File: src/rtl/pos_pkg.sv
// Shared types and constants for the pos_smooth moving-average position filter.
package pos_pkg;

  typedef enum logic [1:0] {
    ST_IDLE,
    ST_UPD,
    ST_EMIT
  } pos_state_e;

  localparam int unsigned DEF_W      = 8;
  localparam int unsigned DEF_DEPTH  = 4;
  localparam int unsigned DEF_THRESH = 16;
  localparam int unsigned LOG2_DEPTH = $clog2(DEF_DEPTH);
  localparam int unsigned SUM_W      = DEF_W + LOG2_DEPTH;

  // Wide enough to hold DEPTH full-scale samples without overflow.
  function automatic int unsigned sum_width(input int unsigned w, input int unsigned depth);
    return w + $clog2(depth);
  endfunction

endpackage

File: src/rtl/pos_ring.sv
// DEPTH-entry ring of packed {x, y} samples; old_o shows the slot the next write replaces.
module pos_ring import pos_pkg::*; #(
  parameter int unsigned W     = DEF_W,
  parameter int unsigned DEPTH = DEF_DEPTH
) (
  input  logic           clk_i,
  input  logic           rst_ni,
  input  logic           clr_i,
  input  logic           we_i,
  input  logic [2*W-1:0] wdata_i,
  output logic [2*W-1:0] old_o
);

  localparam int unsigned PtrW = $clog2(DEPTH);

  logic [2*W-1:0]  mem_q [DEPTH];
  logic [PtrW-1:0] wr_ptr_q;

  always_ff @(posedge clk_i or negedge rst_ni) begin
    if (!rst_ni) begin
      for (int i = 0; i < DEPTH; i++) mem_q[i] <= '0;
      wr_ptr_q <= '0;
    end else if (clr_i) begin
      for (int i = 0; i < DEPTH; i++) mem_q[i] <= '0;
      wr_ptr_q <= '0;
    end else if (we_i) begin
      mem_q[wr_ptr_q] <= wdata_i;
      wr_ptr_q        <= (wr_ptr_q == PtrW'(DEPTH - 1)) ? '0 : wr_ptr_q + PtrW'(1);
    end
  end

  assign old_o = mem_q[wr_ptr_q];

endmodule

File: src/rtl/pos_smooth.sv
// Moving-average position post-filter; optional outlier rejection via POS_SMOOTH_OUTLIER_EN.
module pos_smooth import pos_pkg::*; #(
  parameter int unsigned W      = DEF_W,
  parameter int unsigned DEPTH  = DEF_DEPTH,
  parameter int unsigned THRESH = DEF_THRESH
) (
  input  logic         clk,
  input  logic         rst,
  input  logic         clr,
  input  logic         in_valid,
  input  logic [W-1:0] xt,
  input  logic [W-1:0] yt,
  output logic         busy,
  output logic [W-1:0] xs,
  output logic [W-1:0] ys,
  output logic         smooth_valid,
  output logic         warm,
  output logic         overrun,
  output logic [7:0]   reject_cnt
);

  localparam int unsigned LogD = $clog2(DEPTH);
  localparam int unsigned SumW = sum_width(W, DEPTH);
  localparam int unsigned CntW = LogD + 1;
`ifdef POS_SMOOTH_OUTLIER_EN
  localparam bit OutlierEn = 1'b1;
`else
  localparam bit OutlierEn = 1'b0;
`endif

  pos_state_e  state_q, state_d;
  logic [W-1:0]    nx_q, nx_d, ny_q, ny_d;
  logic [W-1:0]    xs_q, xs_d, ys_q, ys_d;
  logic [SumW-1:0] sum_x_q, sum_x_d, sum_y_q, sum_y_d;
  logic [CntW-1:0] cnt_q, cnt_d;
  logic            sv_q, sv_d, warm_q, warm_d, overrun_q, overrun_d;
  logic [2*W-1:0]  old_xy;
  logic [W-1:0]    old_x, old_y, dx, dy;
  logic [SumW-1:0] avg_x, avg_y;
  logic            reject, ring_we;

  assign old_x = old_xy[2*W-1:W];
  assign old_y = old_xy[W-1:0];
  assign avg_x = sum_x_q >> LogD;
  assign avg_y = sum_y_q >> LogD;

  assign dx     = (xt >= xs_q) ? xt - xs_q : xs_q - xt;
  assign dy     = (yt >= ys_q) ? yt - ys_q : ys_q - yt;
  assign reject = OutlierEn && warm_q && ((32'(dx) > THRESH) || (32'(dy) > THRESH));

  assign ring_we = (state_q == ST_UPD) && !clr;

  pos_ring #(
    .W     (W),
    .DEPTH (DEPTH)
  ) u_ring (
    .clk_i   (clk),
    .rst_ni  (rst),
    .clr_i   (clr),
    .we_i    (ring_we),
    .wdata_i ({nx_q, ny_q}),
    .old_o   (old_xy)
  );

  always_comb begin
    state_d   = state_q;
    nx_d      = nx_q;
    ny_d      = ny_q;
    xs_d      = xs_q;
    ys_d      = ys_q;
    sum_x_d   = sum_x_q;
    sum_y_d   = sum_y_q;
    cnt_d     = cnt_q;
    sv_d      = 1'b0;
    warm_d    = warm_q;
    overrun_d = overrun_q;
    unique case (state_q)
      ST_IDLE: begin
        if (in_valid && !reject) begin
          nx_d    = xt;
          ny_d    = yt;
          state_d = ST_UPD;
        end
      end
      ST_UPD: begin
        sum_x_d = sum_x_q + SumW'(nx_q) - SumW'(old_x);
        sum_y_d = sum_y_q + SumW'(ny_q) - SumW'(old_y);
        cnt_d   = (cnt_q == CntW'(DEPTH)) ? cnt_q : cnt_q + CntW'(1);
        state_d = ST_EMIT;
        if (in_valid) overrun_d = 1'b1;
      end
      ST_EMIT: begin
        if (cnt_q == CntW'(DEPTH)) begin
          xs_d   = avg_x[W-1:0];
          ys_d   = avg_y[W-1:0];
          warm_d = 1'b1;
        end else begin
          xs_d = nx_q;
          ys_d = ny_q;
        end
        sv_d    = 1'b1;
        state_d = ST_IDLE;
        if (in_valid) overrun_d = 1'b1;
      end
      default: state_d = ST_IDLE;
    endcase
    if (clr) begin
      state_d   = ST_IDLE;
      xs_d      = '0;
      ys_d      = '0;
      sum_x_d   = '0;
      sum_y_d   = '0;
      cnt_d     = '0;
      sv_d      = 1'b0;
      warm_d    = 1'b0;
      overrun_d = 1'b0;
    end
  end

  always_ff @(posedge clk or negedge rst) begin
    if (!rst) begin
      state_q   <= ST_IDLE;
      nx_q      <= '0;
      ny_q      <= '0;
      xs_q      <= '0;
      ys_q      <= '0;
      sum_x_q   <= '0;
      sum_y_q   <= '0;
      cnt_q     <= '0;
      sv_q      <= 1'b0;
      warm_q    <= 1'b0;
      overrun_q <= 1'b0;
    end else begin
      state_q   <= state_d;
      nx_q      <= nx_d;
      ny_q      <= ny_d;
      xs_q      <= xs_d;
      ys_q      <= ys_d;
      sum_x_q   <= sum_x_d;
      sum_y_q   <= sum_y_d;
      cnt_q     <= cnt_d;
      sv_q      <= sv_d;
      warm_q    <= warm_d;
      overrun_q <= overrun_d;
    end
  end

`ifdef POS_SMOOTH_OUTLIER_EN
  logic [7:0] rej_q, rej_d;

  always_comb begin
    rej_d = rej_q;
    if (clr) begin
      rej_d = '0;
    end else if ((state_q == ST_IDLE) && in_valid && reject && (rej_q != 8'hFF)) begin
      rej_d = rej_q + 8'd1;
    end
  end

  always_ff @(posedge clk or negedge rst) begin
    if (!rst) rej_q <= '0;
    else      rej_q <= rej_d;
  end

  assign reject_cnt = rej_q;
`else
  assign reject_cnt = '0;
`endif

  assign busy         = (state_q != ST_IDLE);
  assign xs           = xs_q;
  assign ys           = ys_q;
  assign smooth_valid = sv_q;
  assign warm         = warm_q;
  assign overrun      = overrun_q;

endmodule

File: config.mk
export PLATFORM = sky130hd
export DESIGN_NAME = pos_smooth
export DESIGN_NICKNAME = d
export VERILOG_FILES = /design/src/rtl/pos_pkg.sv /design/src/rtl/pos_ring.sv /design/src/rtl/pos_smooth.sv
export SDC_FILE = /design/constraint.sdc
export NUM_CORES = 1
export LEC_CHECK = 0
export CELL_PAD_IN_SITES_DETAIL_PLACEMENT = 0
export CELL_PAD_IN_SITES_GLOBAL_PLACEMENT = 1
export CORE_MARGIN = 4
export CORE_UTILIZATION = 25
export CTS_CLUSTER_DIAMETER = 50
export CTS_CLUSTER_SIZE = 16
export DETAILED_ROUTE_END_ITERATION = 10
export GPL_ROUTABILITY_DRIVEN = 1
export MAX_ROUTING_LAYER = met4
export PLACE_DENSITY = 0.53
export SLEW_MARGIN = 30
export SYNTH_ARGS = -nofsm -noshare
export SYNTH_HDL_FRONTEND = slang
export SYNTH_SLANG_ARGS = --single-unit
File: constraint.sdc
create_clock -name clk -period 9.8 [get_ports clk]
set_clock_uncertainty 0.15 [all_clocks]
set_input_delay 1.96 -clock clk [delete_from_list [all_inputs] [get_ports clk]]
set_output_delay 1.96 -clock clk [all_outputs]
set_load 0.05 [all_outputs]
==> results.py, run 1 <==
metrics = {
    "status": {
        "run_status": "finished, final reports clean",
    },
    "sta": {
        "setup_tns_ns": 0,
        "period_needed_ns": 4.11,
        "finalHoldViolCount": 0,
        "timing.fmax_mhz": 244,
        "worst_slew_pin_slew_ns": 0.880,
        "rsz0062_at_grt": "false",
        "timing.slew.headroom": 0.414,
        "timing.final.crit_share": 0.419,
        "slew_viol_final": 0,
        "setup_viol_count_final": 0,
    },
    "drt": {
        "drt_iter0_drc": 382,
        "routed_wire_length_per_instance_um": 17.0,
        "drt_wl_total_um": 19900,
        "detail-route-antenna-nets": 0,
        "drt_pass1_iterations": 4,
        "route.vias.total": 5374,
        "drt-vias-per-instance": 4.59,
        "drt_drc_violations_left": 0,
    },
    "worst_setup_path": {
        "critical_path_peak_fanout": 4,
        "required_time_of_the_critical_path_ns": 7.69,
        "setup.worst_path.end_class": "output port",
        "critPathArrivalTime_ns": 2.00,
        "start_kind": "flip-flop",
        "worstSetupPathType": "reg -> out",
    },
    "synthesis": {
        "number_of_library_cell_types_mapped_by_synthesis": 50,
        "synth_top_cells_by_area": "sky130_fd_sc_hd__dfrtp_1 (44%), sky130_fd_sc_hd__nand2_1 (8.8%), sky130_fd_sc_hd__a21oi_1 (5.7%)",
        "synth-seq-area-share": 0.442,
        "ys_dominant_reg_cell": "sky130_fd_sc_hd__dfrtp_1",
        "synth_async_sr_flop_share": 1.00,
        "mappedNetlistArea_mm2": 0.00713,
        "synth_enable_flop_cells": 0,
        "postSynthRegisterBits": 126,
        "netlist.area_leader.share": 0.442,
        "synth-warning-count": 0,
        "synth_area_leader": "sky130_fd_sc_hd__dfrtp_1",
        "avgSynthCellArea_um2": 9.39,
        "netlist_instances": 759,
    },
    "floorplanning": {
        "design.portCount": 48,
        "placement_rows": 61,
        "die-width_um": 177,
        "dieHeight_um": 177,
        "fp.dieArea_mm2": 0.0313,
        "core_area_mm2": 0.0279,
        "initial_utilization": 0.255,
    },
    "clocking": {
        "htree_num_levels": 4,
        "clk_pin_slew_worst_paths_ns": 0.06,
        "hold_buffers": 0,
        "numCtsBuffers": 17,
        "cts.path.max_buffers": 2,
        "post_cts.resized_instances": 0,
        "clkLatencyLatePin_ns": 0.42,
        "cts_root_buf": "sky130_fd_sc_hd__clkbuf_16",
        "post-cts-setup-buffers": 0,
        "cts_num_sinks": 126,
        "tritoncts": "built",
    },
    "place": {
        "gpl.final_weighted_congestion": 0.763,
        "dp_hpwl_um": 13100,
        "io_buffer_count": 39,
    },
    "grt": {
        "grt.overflow.total": 0,
        "grt_pass1_wl_um": 32200,
        "grt_usage": 0.137,
        "grt_max_degree": 90,
        "grt_antenna_before_repair": 0,
        "vias_in_the_first_global_route": 5561,
    },
    "finish": {
        "area_taken_by_multi_input_logic_gates_mm2": 0.00348,
        "final_cell_mix": "sky130_fd_sc_hd__nand2_1 (167), sky130_fd_sc_hd__dfrtp_1 (126), sky130_fd_sc_hd__a21oi_1 (81)",
        "layout.nets": 846,
        "fill_cells": 2951,
        "drive_above_1_share": 0.103,
        "count_of_inserted_antenna_diode_cells": 0,
        "area_delta_synth_final_pct": 18.4,
        "ff_latch_area_mm2": 0.00315,
        "most_common_cell_after_layout_fill_and_taps_aside": "sky130_fd_sc_hd__nand2_1",
    },
    "pwr": {
        "finalPower_uw": 2250,
        "p_leak_uw": 0.00354,
        "p_per_area_mw_per_mm2": 267,
        "power.ir.vdd_worst_mv": 0.116,
    },
    "job": {
        "maxCapViolations": 0,
    },
    "hold_path": {
        "worst_hold_path_type": "reg -> reg",
    },
}
-- kinds of logic after synthesis --
logic type                 synth area share
DFF                                   0.442
buffers and inverters                0.0730
xor gates and xnor gates            0.00614
adders and majority gates            0.0976
AOI/OAI and AO/OA                     0.132
other                              0.000526
and+or+nand+nor                       0.159
muxes                                0.0902
-- layer usage --
| layer | vias up | global-route usage | wire, um |
|---|---|---|---|
| li1 | 2602 | - | - |
| met5 | - | - | 0 |
| met4 | 0 | 0.0364 | 242 |
| met3 | 16 | 0.0218 | 599 |
| met2 | 85 | 0.207 | 9050 |
| met1 | 2671 | 0.192 | 9970 |
-- cell type report --
cell class | instances | share of cell area
clock buffer | 22 | 0.0550
clock inverter | 10 | 0.0163
inverter | 77 | 0.0342
multi-input combinational | 512 | 0.412
sequential | 126 | 0.373
tap | 378 | 0.0560
timing repair buffer | 46 | 0.0527
-- per-stage QoR --
step	util	setup slack (ns)	hold slack [ns]	std cells	area (um2)
after floorplan	-	6.03	0.336	766	7160
after global placement	0.281	5.71	0.348	1139	7840
after detailed placement	0.281	5.80	0.361	1139	7840
after CTS	0.302	5.67	0.372	1171	8450
after global routing	0.302	5.59	0.387	1171	8450
final	0.302	5.69	0.359	1171	8450
-- critical path, stage by stage (launching register included) --
cell and delay [ns]:
sky130_fd_sc_hd__dfrtp_1 0.38, sky130_fd_sc_hd__inv_1 0.09, sky130_fd_sc_hd__ha_1 0.19, sky130_fd_sc_hd__inv_1 0.10
sky130_fd_sc_hd__clkdlybuf4s50_1 0.81
-- where the power goes --
| group | internal, uW | total [uW] | switching, uW |
|---|---|---|---|
| combinational | 369 | 916 | 547 |
| sequential | 590 | 684 | 93.8 |
| clock | 413 | 653 | 240 |
-- flip-flops by register name, summed over array words and instances (netlist names) --
name and count:
smooth_valid 1, u_ring.mem_q 64, overrun 1, warm 1
nx_q 8, xs 8, ys 8, cnt_q 3
ny_q 8, u_ring.wr_ptr_q 2, state_q 2, sum_y_q 10
sum_x_q 10
-- synthesized netlist by cell type, types with 4 or more instances --
cell                       instances
sky130_fd_sc_hd__a21oi_1          81
sky130_fd_sc_hd__o311ai_0          6
sky130_fd_sc_hd__nor2b_1           5
sky130_fd_sc_hd__mux4_2           16
sky130_fd_sc_hd__nor3_1            5
sky130_fd_sc_hd__xnor2_1           5
sky130_fd_sc_hd__mux2i_1           8
sky130_fd_sc_hd__a211oi_1          8
sky130_fd_sc_hd__clkbuf_1         32
sky130_fd_sc_hd__nand3_1          25
sky130_fd_sc_hd__buf_4             8
sky130_fd_sc_hd__and2_1            4
sky130_fd_sc_hd__a311oi_1         16
sky130_fd_sc_hd__nor2_1           39
sky130_fd_sc_hd__dfrtp_1         126
sky130_fd_sc_hd__o21ai_0           6
sky130_fd_sc_hd__nand4_1           5
sky130_fd_sc_hd__mux2_2           18
sky130_fd_sc_hd__nand2_1         167
sky130_fd_sc_hd__inv_1            76
sky130_fd_sc_hd__ha_1             30
sky130_fd_sc_hd__nand3b_1          4
sky130_fd_sc_hd__fa_1             16
sky130_fd_sc_hd__buf_2             8
sky130_fd_sc_hd__o21a_1            6
-- worst paths after layout --
check,from,endpoint,cells past startpoint,slack (ns)
max,state_q[1],busy,4,5.69
min,overrun,overrun,2,0.36
max reg2reg,u_ring.wr_ptr_q[0],sum_y_q[8],10,5.84
min reg2reg,overrun,overrun,2,0.36
max in group asynchronous,rst,u_ring.mem_q[11],2,6.87
min in group asynchronous,rst,cnt_q[2],1,1.42
Power figures use the tool's default switching activity.
==> inputs of run 2 (changes only) <==
==> constraint.sdc (replaced) <==
create_clock -name clk -period 4.24 [get_ports clk]
set_clock_uncertainty 0.15 [all_clocks]
set_input_delay 0.848 -clock clk [delete_from_list [all_inputs] [get_ports clk]]
set_output_delay 0.848 -clock clk [all_outputs]
set_load 0.05 [all_outputs]
==> results.py, run 2 (same netlist as run 1, synthesis figures left out) <==
metrics = {
    "clocking": {
        "tritoncts": "built",
        "clk_pin_slew_worst_paths_ns": 0.06,
        "cts_num_sinks": 126,
        "hold_buffers": 0,
        "cts.path.max_buffers": 2,
        "numCtsBuffers": 17,
        "post_cts.resized_instances": 0,
        "htree_num_levels": 4,
        "cts_root_buf": "sky130_fd_sc_hd__clkbuf_16",
        "post-cts-setup-buffers": 0,
        "clkLatencyLatePin_ns": 0.42,
    },
    "job": {
        "maxCapViolations": 0,
    },
    "worst_setup_path": {
        "reg2reg_to": "sum_y_q[8]",
        "rrSetupSlack_ns": 0.61,
        "required_time_of_the_critical_path_ns": 4.44,
        "critical-path-top-cell-by-count": "sky130_fd_sc_hd__fa_1",
        "critical_path_peak_fanout": 15,
        "ff2ff_path_depth": 10,
        "setup.worst_path.start": "u_ring.wr_ptr_q[0]",
        "critical_path_buf_inv_count": 2,
        "start_kind": "flip-flop",
        "path_delay_family": "adder cells",
        "critPathArrivalTime_ns": 3.83,
        "timing.critical_path.cells": "buf_4, mux4_2, fa_1, inv_1, fa_1, a21oi_2, o21ai_1, or4_4, a2111oi_2, nand3b_1",
        "setup.worst_path.end_class": "flip-flop",
        "worstSetupPathType": "reg -> reg",
        "worst_r2r_startpoint": "u_ring.wr_ptr_q[0]",
        "cell_with_the_largest_stage_delay_on_the_worst_path": "sky130_fd_sc_hd__mux4_2",
        "cp_slowest_stage_delay_ns": 0.57,
    },
    "drt": {
        "drt_pass1_iterations": 4,
        "routed_wire_length_per_instance_um": 16.9,
        "drt_wl_total_um": 19800,
        "drt-vias-per-instance": 4.55,
        "drt_drc_violations_left": 0,
        "route.vias.total": 5347,
        "detail-route-antenna-nets": 0,
        "drt_iter0_drc": 382,
    },
    "sta": {
        "setup_viol_count_final": 0,
        "timing.slew.headroom": 0.380,
        "slew_viol_final": 0,
        "setup_tns_ns": 0,
        "worst_slew_pin_slew_ns": 0.928,
        "timing.fmax_mhz": 276,
        "rsz0062_at_grt": "false",
        "timing.final.crit_share": 0.855,
        "fin_ws_ns": 0.614,
        "period_needed_ns": 3.63,
        "finalHoldViolCount": 0,
    },
    "finish": {
        "biggestRegsByFlops": "u_ring.mem_q: 64 flops, sum_x_q: 10 flops, sum_y_q: 10 flops",
        "final_util": 0.305,
        "layout.nets": 851,
        "final_cell_mix": "sky130_fd_sc_hd__nand2_1 (167), sky130_fd_sc_hd__dfrtp_1 (126), sky130_fd_sc_hd__a21oi_1 (81)",
        "max_flop_register": "u_ring.mem_q",
        "largest_register_ffs": 64,
        "most_common_cell_after_layout_fill_and_taps_aside": "sky130_fd_sc_hd__nand2_1",
        "count_of_inserted_antenna_diode_cells": 0,
        "drive_above_1_share": 0.110,
        "area_delta_synth_final_pct": 19.7,
    },
    "floorplanning": {
        "fp.dieArea_mm2": 0.0313,
        "die-width_um": 177,
        "design.portCount": 48,
        "initial_utilization": 0.255,
        "dieHeight_um": 177,
        "placement_rows": 61,
        "core_area_mm2": 0.0279,
    },
    "grt": {
        "grt_max_degree": 85,
        "grt_antenna_before_repair": 0,
        "grt.overflow.total": 0,
        "grt_usage": 0.138,
        "vias_in_the_first_global_route": 5500,
        "grt_pass1_wl_um": 32600,
    },
    "place": {
        "io_buffer_count": 39,
        "gpl.final_weighted_congestion": 0.787,
        "dp_hpwl_um": 13200,
        "pre_cts_slack_ns": 0.613,
    },
    "hold_path": {
        "worst_hold_path_type": "in -> async",
    },
    "pwr": {
        "p_leak_uw": 0.00359,
        "finalPower_uw": 5320,
        "power.ir.vdd_worst_mv": 0.203,
        "p_per_area_mw_per_mm2": 623,
    },
    "status": {
        "run_status": "finished, final reports clean",
    },
}
-- run 2: worst max path at each step --
stage,end,slack (ns),depth (start not counted)
after detailed placement,sum_y_q[8],0.61,10
after global placement,sum_y_q[8],0.66,10
after CTS,sum_y_q[8],0.60,10
after floorplan,sum_x_q[8],0.47,11
final,sum_y_q[8],0.61,10
after global routing,sum_y_q[8],0.40,10
-- run 2: metal layers --
metal | global-route usage | wire [um] | vias to the layer above
met1 | 0.198 | 9850 | 2652
met5 | - | 0 | -
li1 | - | - | 2601
met2 | 0.199 | 9030 | 83
met3 | 0.0282 | 773 | 11
met4 | 0.0364 | 159 | 0
-- run 2: where the power goes --
part / internal (uW) / switching (uW)
Clock: 1040 / 553
Combinational: 864 / 1300
Sequential: 1360 / 187
-- run 2: layout make-up --
class / instances / area (um2)
clock buffers: 22 / 484
inverters: 77 / 289
flip-flops and latches: 126 / 3150
well taps: 378 / 473
clock inverters: 9 / 158
fillers: 2955 / 19400
multi-input cells: 512 / 3480
repair buffers: 51 / 492
-- run 2: stage by stage --
stage	area (um2)	cells	hold slack, ns
floorplan	7160	766	0.336
global placement	7890	1144	0.340
detailed placement	7890	1144	0.343
CTS	8530	1175	0.353
global route	8530	1175	0.378
finish	8530	1175	0.339
